File: src/rtl/updown_mod_counter.sv
// WIDTH-bit up/down modulo counter with programmable terminal value.
// Supports wrap/saturate modes, load, clear, a terminal-count strobe and a sticky overflow flag.
module updown_mod_counter #(
    parameter int unsigned WIDTH     = 8,
    parameter int unsigned RESET_VAL = 0
) (
    input  logic             clk,
    input  logic             reset,
    input  logic             en,
    input  logic             up,
    input  logic             load,
    input  logic [WIDTH-1:0] load_val,
    input  logic             clear,
    input  logic [WIDTH-1:0] limit,
    input  logic             sat_mode,
    output logic [WIDTH-1:0] q,
    output logic             tc,
    output logic             ovf
);

    localparam logic [WIDTH-1:0] RST_Q = WIDTH'(RESET_VAL);

    logic             at_top;
    logic             at_bot;
    logic             hit;
    logic [WIDTH-1:0] load_q;
    logic [WIDTH-1:0] step_q;
    logic [WIDTH-1:0] q_nxt;
    logic             ovf_nxt;

    // Boundary detection compares before any add/subtract so nothing overflows.
    always_comb begin
        at_top = (q >= limit);
        at_bot = (q == '0);
        hit    = up ? at_top : at_bot;
        tc     = en & ~load & ~clear & ~reset & hit;
    end

    // Clamp loads into the 0..limit range.
    always_comb begin
        load_q = (load_val <= limit) ? load_val : limit;
    end

    // Value taken on an enabled step, including boundary wrap/saturate.
    always_comb begin
        step_q = q;
        if (up) begin
            if (at_top) begin
                step_q = sat_mode ? limit : '0;
            end else begin
                step_q = q + WIDTH'(1);
            end
        end else begin
            if (at_bot) begin
                step_q = sat_mode ? '0 : limit;
            end else begin
                step_q = q - WIDTH'(1);
            end
        end
    end

    // Load > enable > hold; clear and reset are applied in the register.
    always_comb begin
        q_nxt   = q;
        ovf_nxt = ovf;
        if (load) begin
            q_nxt = load_q;
        end else if (en) begin
            q_nxt = step_q;
            if (hit) begin
                ovf_nxt = 1'b1;
            end
        end
    end

    always_ff @(posedge clk) begin
        if (reset) begin
            q   <= RST_Q;
            ovf <= 1'b0;
        end else if (clear) begin
            q   <= '0;
            ovf <= 1'b0;
        end else begin
            q   <= q_nxt;
            ovf <= ovf_nxt;
        end
    end

endmodule
File: config.mk
export PLATFORM = sky130hd
export DESIGN_NAME = updown_mod_counter
export DESIGN_NICKNAME = d
export VERILOG_FILES = /design/src/rtl/updown_mod_counter.sv
export SDC_FILE = /design/constraint.sdc
export NUM_CORES = 1
export LEC_CHECK = 0
export CORE_ASPECT_RATIO = 1.25
export CORE_MARGIN = 2
export CORE_UTILIZATION = 51
export CTS_CLUSTER_DIAMETER = 80
export CTS_CLUSTER_SIZE = 10
export DETAILED_ROUTE_END_ITERATION = 8
export PLACE_DENSITY = 0.79
export SLEW_MARGIN = 15
export SYNTH_ARGS = -nofsm -noshare
export SYNTH_HDL_FRONTEND = slang
export SYNTH_SLANG_ARGS = --single-unit
File: constraint.sdc
create_clock -name clk -period 5.43 [get_ports clk]
set_input_delay 1.629 -clock clk [delete_from_list [all_inputs] [get_ports clk]]
set_output_delay 1.629 -clock clk [all_outputs]
set_load 0.1 [all_outputs]
# Word-level counts from Yosys, hierarchy flattened
# Index checks and enable logic that the tools add are counted.
totals:
  reg_bits: 9
  output_inout_bits: 10
  elab_cells: 26
classes:
  addsub: 2
  order_cmp: 2
  muxes: 9
  bitwise: 7
  reduce_logical: 4
ops:
  columns: ["op", "count"]
  rows:
  - ["$mux 8", 8]
  - ["$add 8x1->8 const B", 1]
  - ["$ge 8x8->1", 1]
  - ["$le 8x8->1", 1]
  - ["$logic_not 8->1", 1]
  - ["$sub 8x1->8 const B", 1]
  - ["$and 1x1->1", 4]
  - ["$not 1->1", 3]
  - ["$reduce_and 3->1", 1]
  - ["$reduce_bool 2->1", 1]
  - ["$reduce_or 2->1", 1]
  - ["$mux 1", 1]

# Depth between registers and ports, before layout
# Gate-level depths: netlist (run 1).
logic_depth:
  word_depth: 5
  mapped_depth: 10

# Worst setup path before layout (run 1)
# Ideal clock, no wire load.
synth_path:
  path_type: "input to output"
  from: "input limit[2]"
  to: "output tc"
  arrival_time_ns: 3.602
  required_ns: 3.801
  path_slack_ns: 0.199
  path_stages: 8
  n_path_buf: 1
  cell_sequence: "inv_1 ha_1 a211oi_1 o21ai_0 a21oi_1 clkbuf_1 mux2i_1 and3_1"
synth_via:
  elab_chain_cells: 3
synth_lines:
  columns: ["item", "line", "text"]
  rows:
  - ["from (decl)", "14", "input logic [WIDTH-1:0] limit,"]
  - ["$ge 8x8->1", "33", "at_top = (q >= limit);"]
  - ["$mux 1", "35", "hit = up ? at_top : at_bot;"]
  - ["$and 1x1->1", "36", "tc = en & ~load & ~clear & ~reset & hit;"]
  - ["to (decl)", "17", "output logic tc,"]
# No other way between the ends.

# Worst setup path after layout (run 1)
# Same ends and word-level chain as after synthesis.

==> results of run 1 <==
final timing paths:
kind	endpoint	start	slack (ns)	cells after the start
max	tc	limit[2]	0.20	9
min	ovf	ovf	0.48	2
max reg2reg	q[4]	q[2]	2.91	8
min reg2reg	ovf	ovf	0.48	2
cell usage after synthesis (2+ instances only):
| cell | n |
|---|---|
| a211o_1 | 2 |
| a211oi_1 | 9 |
| a21oi_1 | 17 |
| a31oi_1 | 2 |
| and3_1 | 2 |
| buf_1 | 2 |
| buf_2 | 2 |
| clkbuf_1 | 5 |
| dfxtp_1 | 9 |
| ha_1 | 19 |
| inv_1 | 13 |
| mux2_2 | 2 |
| mux2i_1 | 7 |
| nand2_1 | 20 |
| nand2b_1 | 2 |
| nand3_1 | 6 |
| nand3b_1 | 3 |
| nand4_1 | 4 |
| nor2_1 | 21 |
| nor3_1 | 5 |
| o21ai_0 | 7 |
| o221ai_1 | 3 |
| o31ai_1 | 3 |
| or2_2 | 3 |
| xnor2_1 | 6 |
| xor2_1 | 2 |
layout make-up:
type | count | area, um^2 | area share
Multi-Input combinational cell | 168 | 1190 | 0.645
Timing Repair Buffer | 36 | 360 | 0.194
Sequential cell | 9 | 180 | 0.0972
Inverter | 13 | 48.8 | 0.0263
Tap cell | 34 | 42.5 | 0.0230
Clock buffer | 4 | 26.3 | 0.0142
where the power goes:
part	switching, uW	internal [uW]
sequential	11.8	69.8
clock	30.2	28.6
combinational	104	71.4
total	146	170
registers in the layout, summed over array words and instances, names as in the netlist:
signal and flops:
ovf 1, q 8
cells by family after synthesis:
kind of cell,synth area share
AND/OR/NAND/NOR,0.273
AO/OA/AOI/OAI,0.264
buffers and inverters,0.0702
adder cells (fa/ha/maj),0.161
multiplexers,0.0626
flip-flops,0.122
XOR/XNOR,0.0474
tightest hold or removal path: stages, from the launching register on:
cell     delay [ns]
dfxtp_1        0.33
a21oi_1        0.04
nor2_1         0.07
routing by layer:
layer | vias to the layer above | wire length, um
met3 | 5 | 280
li1 | 798 | -
met5 | - | 0
met2 | 80 | 2130
met1 | 749 | 1830
met4 | 0 | 53
stage by stage:
stage / cell area, um^2 / util / hold slack (ns) / setup slack, ns / cells
6_report: 1850 / 0.678 / 0.476 / 0.199 / 264
5_1_grt: 1850 / 0.678 / 0.506 / 0.0156 / 264
4_1_cts: 1850 / 0.678 / 0.480 / 0.175 / 264
3_5_place_dp: 1830 / 0.668 / 0.460 / 0.190 / 260
3_3_place_gp: 1830 / 0.668 / 0.461 / 0.209 / 260
2_1_floorplan: 1480 / - / 0.957 / 0.199 / 201
==> flow_summary.json, run 1 <==
{
  "status": "finished, final reports clean",
  "synth-edff-count": 0,
  "critPathLaunchType": "input port",
  "synth_seq_area_share": 0.122,
  "max_slew.worst_pin.slew_ns": 0.968,
  "slew_headroom": 0.353,
  "grt_most_used_layer": "met2",
  "core-area_um2": 2730,
  "start_util": 0.541,
  "syn_nets": 243,
  "use_met3": 0.0234,
  "grt_pass1_vias": 1485,
  "hold_viol": 0,
  "vias": 1632,
  "post_drt_wl_per_cell_um": 16.3,
  "fin_setup_tns_ns": 0,
  "worstPathRequired_ns": 3.80,
  "vdd_ir_drop_max_uv": 108,
  "critPathMaxFanout": 5,
  "grt_antenna_before_repair": 0,
  "async_flop_share": 0,
  "final_antenna_net_count": 0,
  "cts_sinks": 9,
  "first_pass_iters": 4,
  "die_x_um": 52.2,
  "place.port_buffers": 32,
  "critPathKind": "input port to primary output",
  "crit_buf_inv": 3,
  "critPathMaxStageDelay_ns": 0.47,
  "arrival_ns": 3.60,
  "synthesis.area_um2": 1480,
  "drtIter0Drc": 110,
  "yosys_warnings": 0,
  "postCtsSetupRepairBufs": 0,
  "finalMaxSlewViolations": 0,
  "power.density_nw_per_um2": 170,
  "routed_via_density": 6.18,
  "std_cell_rows": 21,
  "crit_chain": "clkdlybuf4s50_1 -> inv_1 -> ha_1 -> a211oi_1 -> o21ai_1 -> a21oi_1 -> mux2i_1 -> and3_1 -> buf_12",
  "chipHeight_um": 64.2,
  "netlist_instances": 201,
  "drc": 0,
  "finalPower_uw": 316,
  "cts_tree": "built",
  "post-route-period-util": 0.963,
  "grt.overflow.total": 0,
  "grt_use_total": 0.277,
  "ioPinCount": 33,
  "maxCapViolCount": 0,
  "cp-end-kind": "primary output",
  "die_area_um2": 3350,
  "fmax_mhz": 191,
  "hpwl_um": 3280,
  "clk_pin_slew_ns": 0.07,
  "synth_area_leaders": "ha_1, dfxtp_1, a21oi_1, nor2_1, nand2_1",
  "synth-seq-cells": 9,
  "cpMaxStageDelayCell": "clkdlybuf4s50_1",
  "clockBufferDepth": 2,
  "drt_wl_total_um": 4300,
  "cts_made_buffers": 3,
  "leakagePower_uw": 0.000803,
  "cts_resized": 0,
  "post-route-min-period_ns": 5.23,
  "nFillCells": 246,
  "final_common_cell": "clkdlybuf4s50_1",
  "area_growth_pct": 25.3,
  "ys.flop_type": "dfxtp_1",
  "hold_buffers": 0,
  "setup_viol": 0,
  "grt_util_met1": 0.370,
  "grt_first_pass_wirelength_um": 7130,
  "critPathTopFamily": "buffers and inverters",
  "grt_max_degree": 17,
  "fin_nets": 273,
  "n_antenna_cell": 0,
  "syn_avg_cell_area_um2": 7.36,
  "final_cell_mix": "clkdlybuf4s50_1, nor2_1, nand2_1",
  "synth_top_area_share": 0.161,
  "cts_root_buf": "clkbuf_4",
  "clock_skew_ns": 0.00361,
  "met2_usage": 0.451,
  "rsz0062_at_grt": "no",
  "htree_levels": 1,
  "clk_latency_ns": 0.28,
  "hp-class": "flop to flop",
  "layout-drive-gt1-share": 0.0957,
  "synth_cell_types": 51,
  "gp_congestion": 0.929,
  "synth_top_area_cell": "ha_1"
}
(Power assumes the default switching activity.)
==> run 2, diff against run 1 <==
--- a/config.mk
+++ b/config.mk
@@ -7,11 +7,11 @@
 export LEC_CHECK = 0
 export CORE_ASPECT_RATIO = 1.25
 export CORE_MARGIN = 2
-export CORE_UTILIZATION = 51
+export CORE_UTILIZATION = 45
 export CTS_CLUSTER_DIAMETER = 80
 export CTS_CLUSTER_SIZE = 10
 export DETAILED_ROUTE_END_ITERATION = 8
-export PLACE_DENSITY = 0.79
+export PLACE_DENSITY = 0.71
 export SLEW_MARGIN = 15
 export SYNTH_ARGS = -nofsm -noshare
 export SYNTH_HDL_FRONTEND = slang
==> flow_summary.json, run 2 (synthesis gave the netlist of run 1 again) <==
{
  "status": "finished, final reports clean",
  "cts_tree": "built",
  "power.density_nw_per_um2": 182,
  "core-area_um2": 3170,
  "routed_via_density": 5.82,
  "final_cells": 268,
  "n_antenna_cell": 0,
  "std_cell_rows": 23,
  "cp-end-kind": "primary output",
  "setup_viol": 0,
  "critPathMaxFanout": 5,
  "die_x_um": 55.3,
  "grt.overflow.total": 0,
  "worst_slack_ns": 0.182,
  "regMostFlops": "q",
  "clk_pin_slew_ns": 0.05,
  "place.port_buffers": 32,
  "hold_viol": 0,
  "drc": 0,
  "start_util": 0.467,
  "clockBufferDepth": 2,
  "pre_cts_ws_ns": 0.180,
  "reg2reg_slack_ns": 2.87,
  "vdd_ir_drop_max_uv": 119,
  "grt_pass1_vias": 1470,
  "maxCapViolCount": 0,
  "fmax_mhz": 191,
  "leakagePower_uw": 0.000815,
  "grt_use_total": 0.236,
  "max_slew.worst_pin.slew_ns": 0.972,
  "reg_top3": "q (8), ovf (1)",
  "dp_cells": 264,
  "cts_made_buffers": 3,
  "chipHeight_um": 68.1,
  "hpwl_um": 3170,
  "final_antenna_net_count": 0,
  "critPathKind": "input port to primary output",
  "grt_max_degree": 17,
  "cts_root_buf": "clkbuf_8",
  "post_drt_wl_per_cell_um": 15.6,
  "gp_congestion": 0.910,
  "fin_setup_tns_ns": 0,
  "first_pass_iters": 4,
  "ioPinCount": 33,
  "area_growth_pct": 27.3,
  "hold_buffers": 0,
  "critPathLaunchType": "input port",
  "worstPathRequired_ns": 3.80,
  "post-route-min-period_ns": 5.25,
  "final_cell_mix": "clkdlybuf4s50_1, nor2_1, nand2_1",
  "clk_latency_ns": 0.24,
  "rsz0062_at_grt": "no",
  "clock_skew_ns": 0.00185,
  "postCtsSetupRepairBufs": 0,
  "finalMaxSlewViolations": 0,
  "cts_resized": 0,
  "layout-drive-gt1-share": 0.0996,
  "drtIter0Drc": 48,
  "slew_headroom": 0.350,
  "largest_reg_flops": 8,
  "fin_nets": 274,
  "htree_levels": 1,
  "hp-class": "flop to flop",
  "die_area_um2": 3760,
  "post-route-period-util": 0.967,
  "cts_sinks": 9,
  "grt_antenna_before_repair": 0,
  "final_common_cell": "clkdlybuf4s50_1",
  "vias": 1559,
  "arrival_ns": 3.62,
  "drt_wl_total_um": 4180,
  "grt_first_pass_wirelength_um": 6970
}
-- run 2: changes by cell type in the layout (fill, tap and decap cells not counted), sizes merged --
cell	delta
buf	+1
-- run 2: critical path, cell delays in order --
cell and delay [ns]:
clkdlybuf4s50_1 0.50, inv_1 0.11, ha_1 0.32, a211oi_1 0.22, o21ai_0 0.12, a21oi_1 0.21
mux2i_1 0.13, and3_1 0.23, buf_12 0.17
-- run 2: report_power, final --
group          internal (uW)  switching (uW)
logic                   71.7             103
clock network           51.8            33.9
registers               69.9            11.6
-- run 2: final cells by class --
cell class              instances  area, um^2
repair buffers                 37         368
clock buffers                   4        45.0
multi-input cells             168        1190
flip-flops and latches          9         180
fillers                       313        1280
well taps                      37        46.3
inverters                      13        48.8
-- run 2: worst paths after layout --
kind                 start    to  cells past startpoint
setup / recovery  limit[2]    tc                      9
hold / removal         ovf   ovf                      2
setup reg to reg      q[2]  q[4]                      8
hold reg to reg        ovf   ovf                      2
-- run 2: stage by stage --
step	power (uW)	instance area, um^2	util	hold WS [ns]
floorplan	204	1480	-	0.957
global placement	255	1840	0.581	0.466
detailed placement	256	1840	0.581	0.465
CTS	342	1880	0.595	0.487
global route	362	1880	0.595	0.515
finish	342	1880	0.595	0.480
-- run 2: per-layer routing --
metal,GRT usage,part of all wire,vias to the layer above
li1,-,-,806
met1,0.296,0.46,703
met2,0.418,0.48,43
met3,0.0265,0.044,7
met4,0.0854,0.015,0
met5,0,0,-
==> run 3, diff against run 2 <==
--- a/config.mk
+++ b/config.mk
@@ -5,6 +5,7 @@
 export SDC_FILE = /design/constraint.sdc
 export NUM_CORES = 1
 export LEC_CHECK = 0
+export CAP_MARGIN = 0
 export CORE_ASPECT_RATIO = 1.25
 export CORE_MARGIN = 2
 export CORE_UTILIZATION = 45
==> results of run 3 <==
The final DEF is identical to that of run 2; final timing and power are the same.
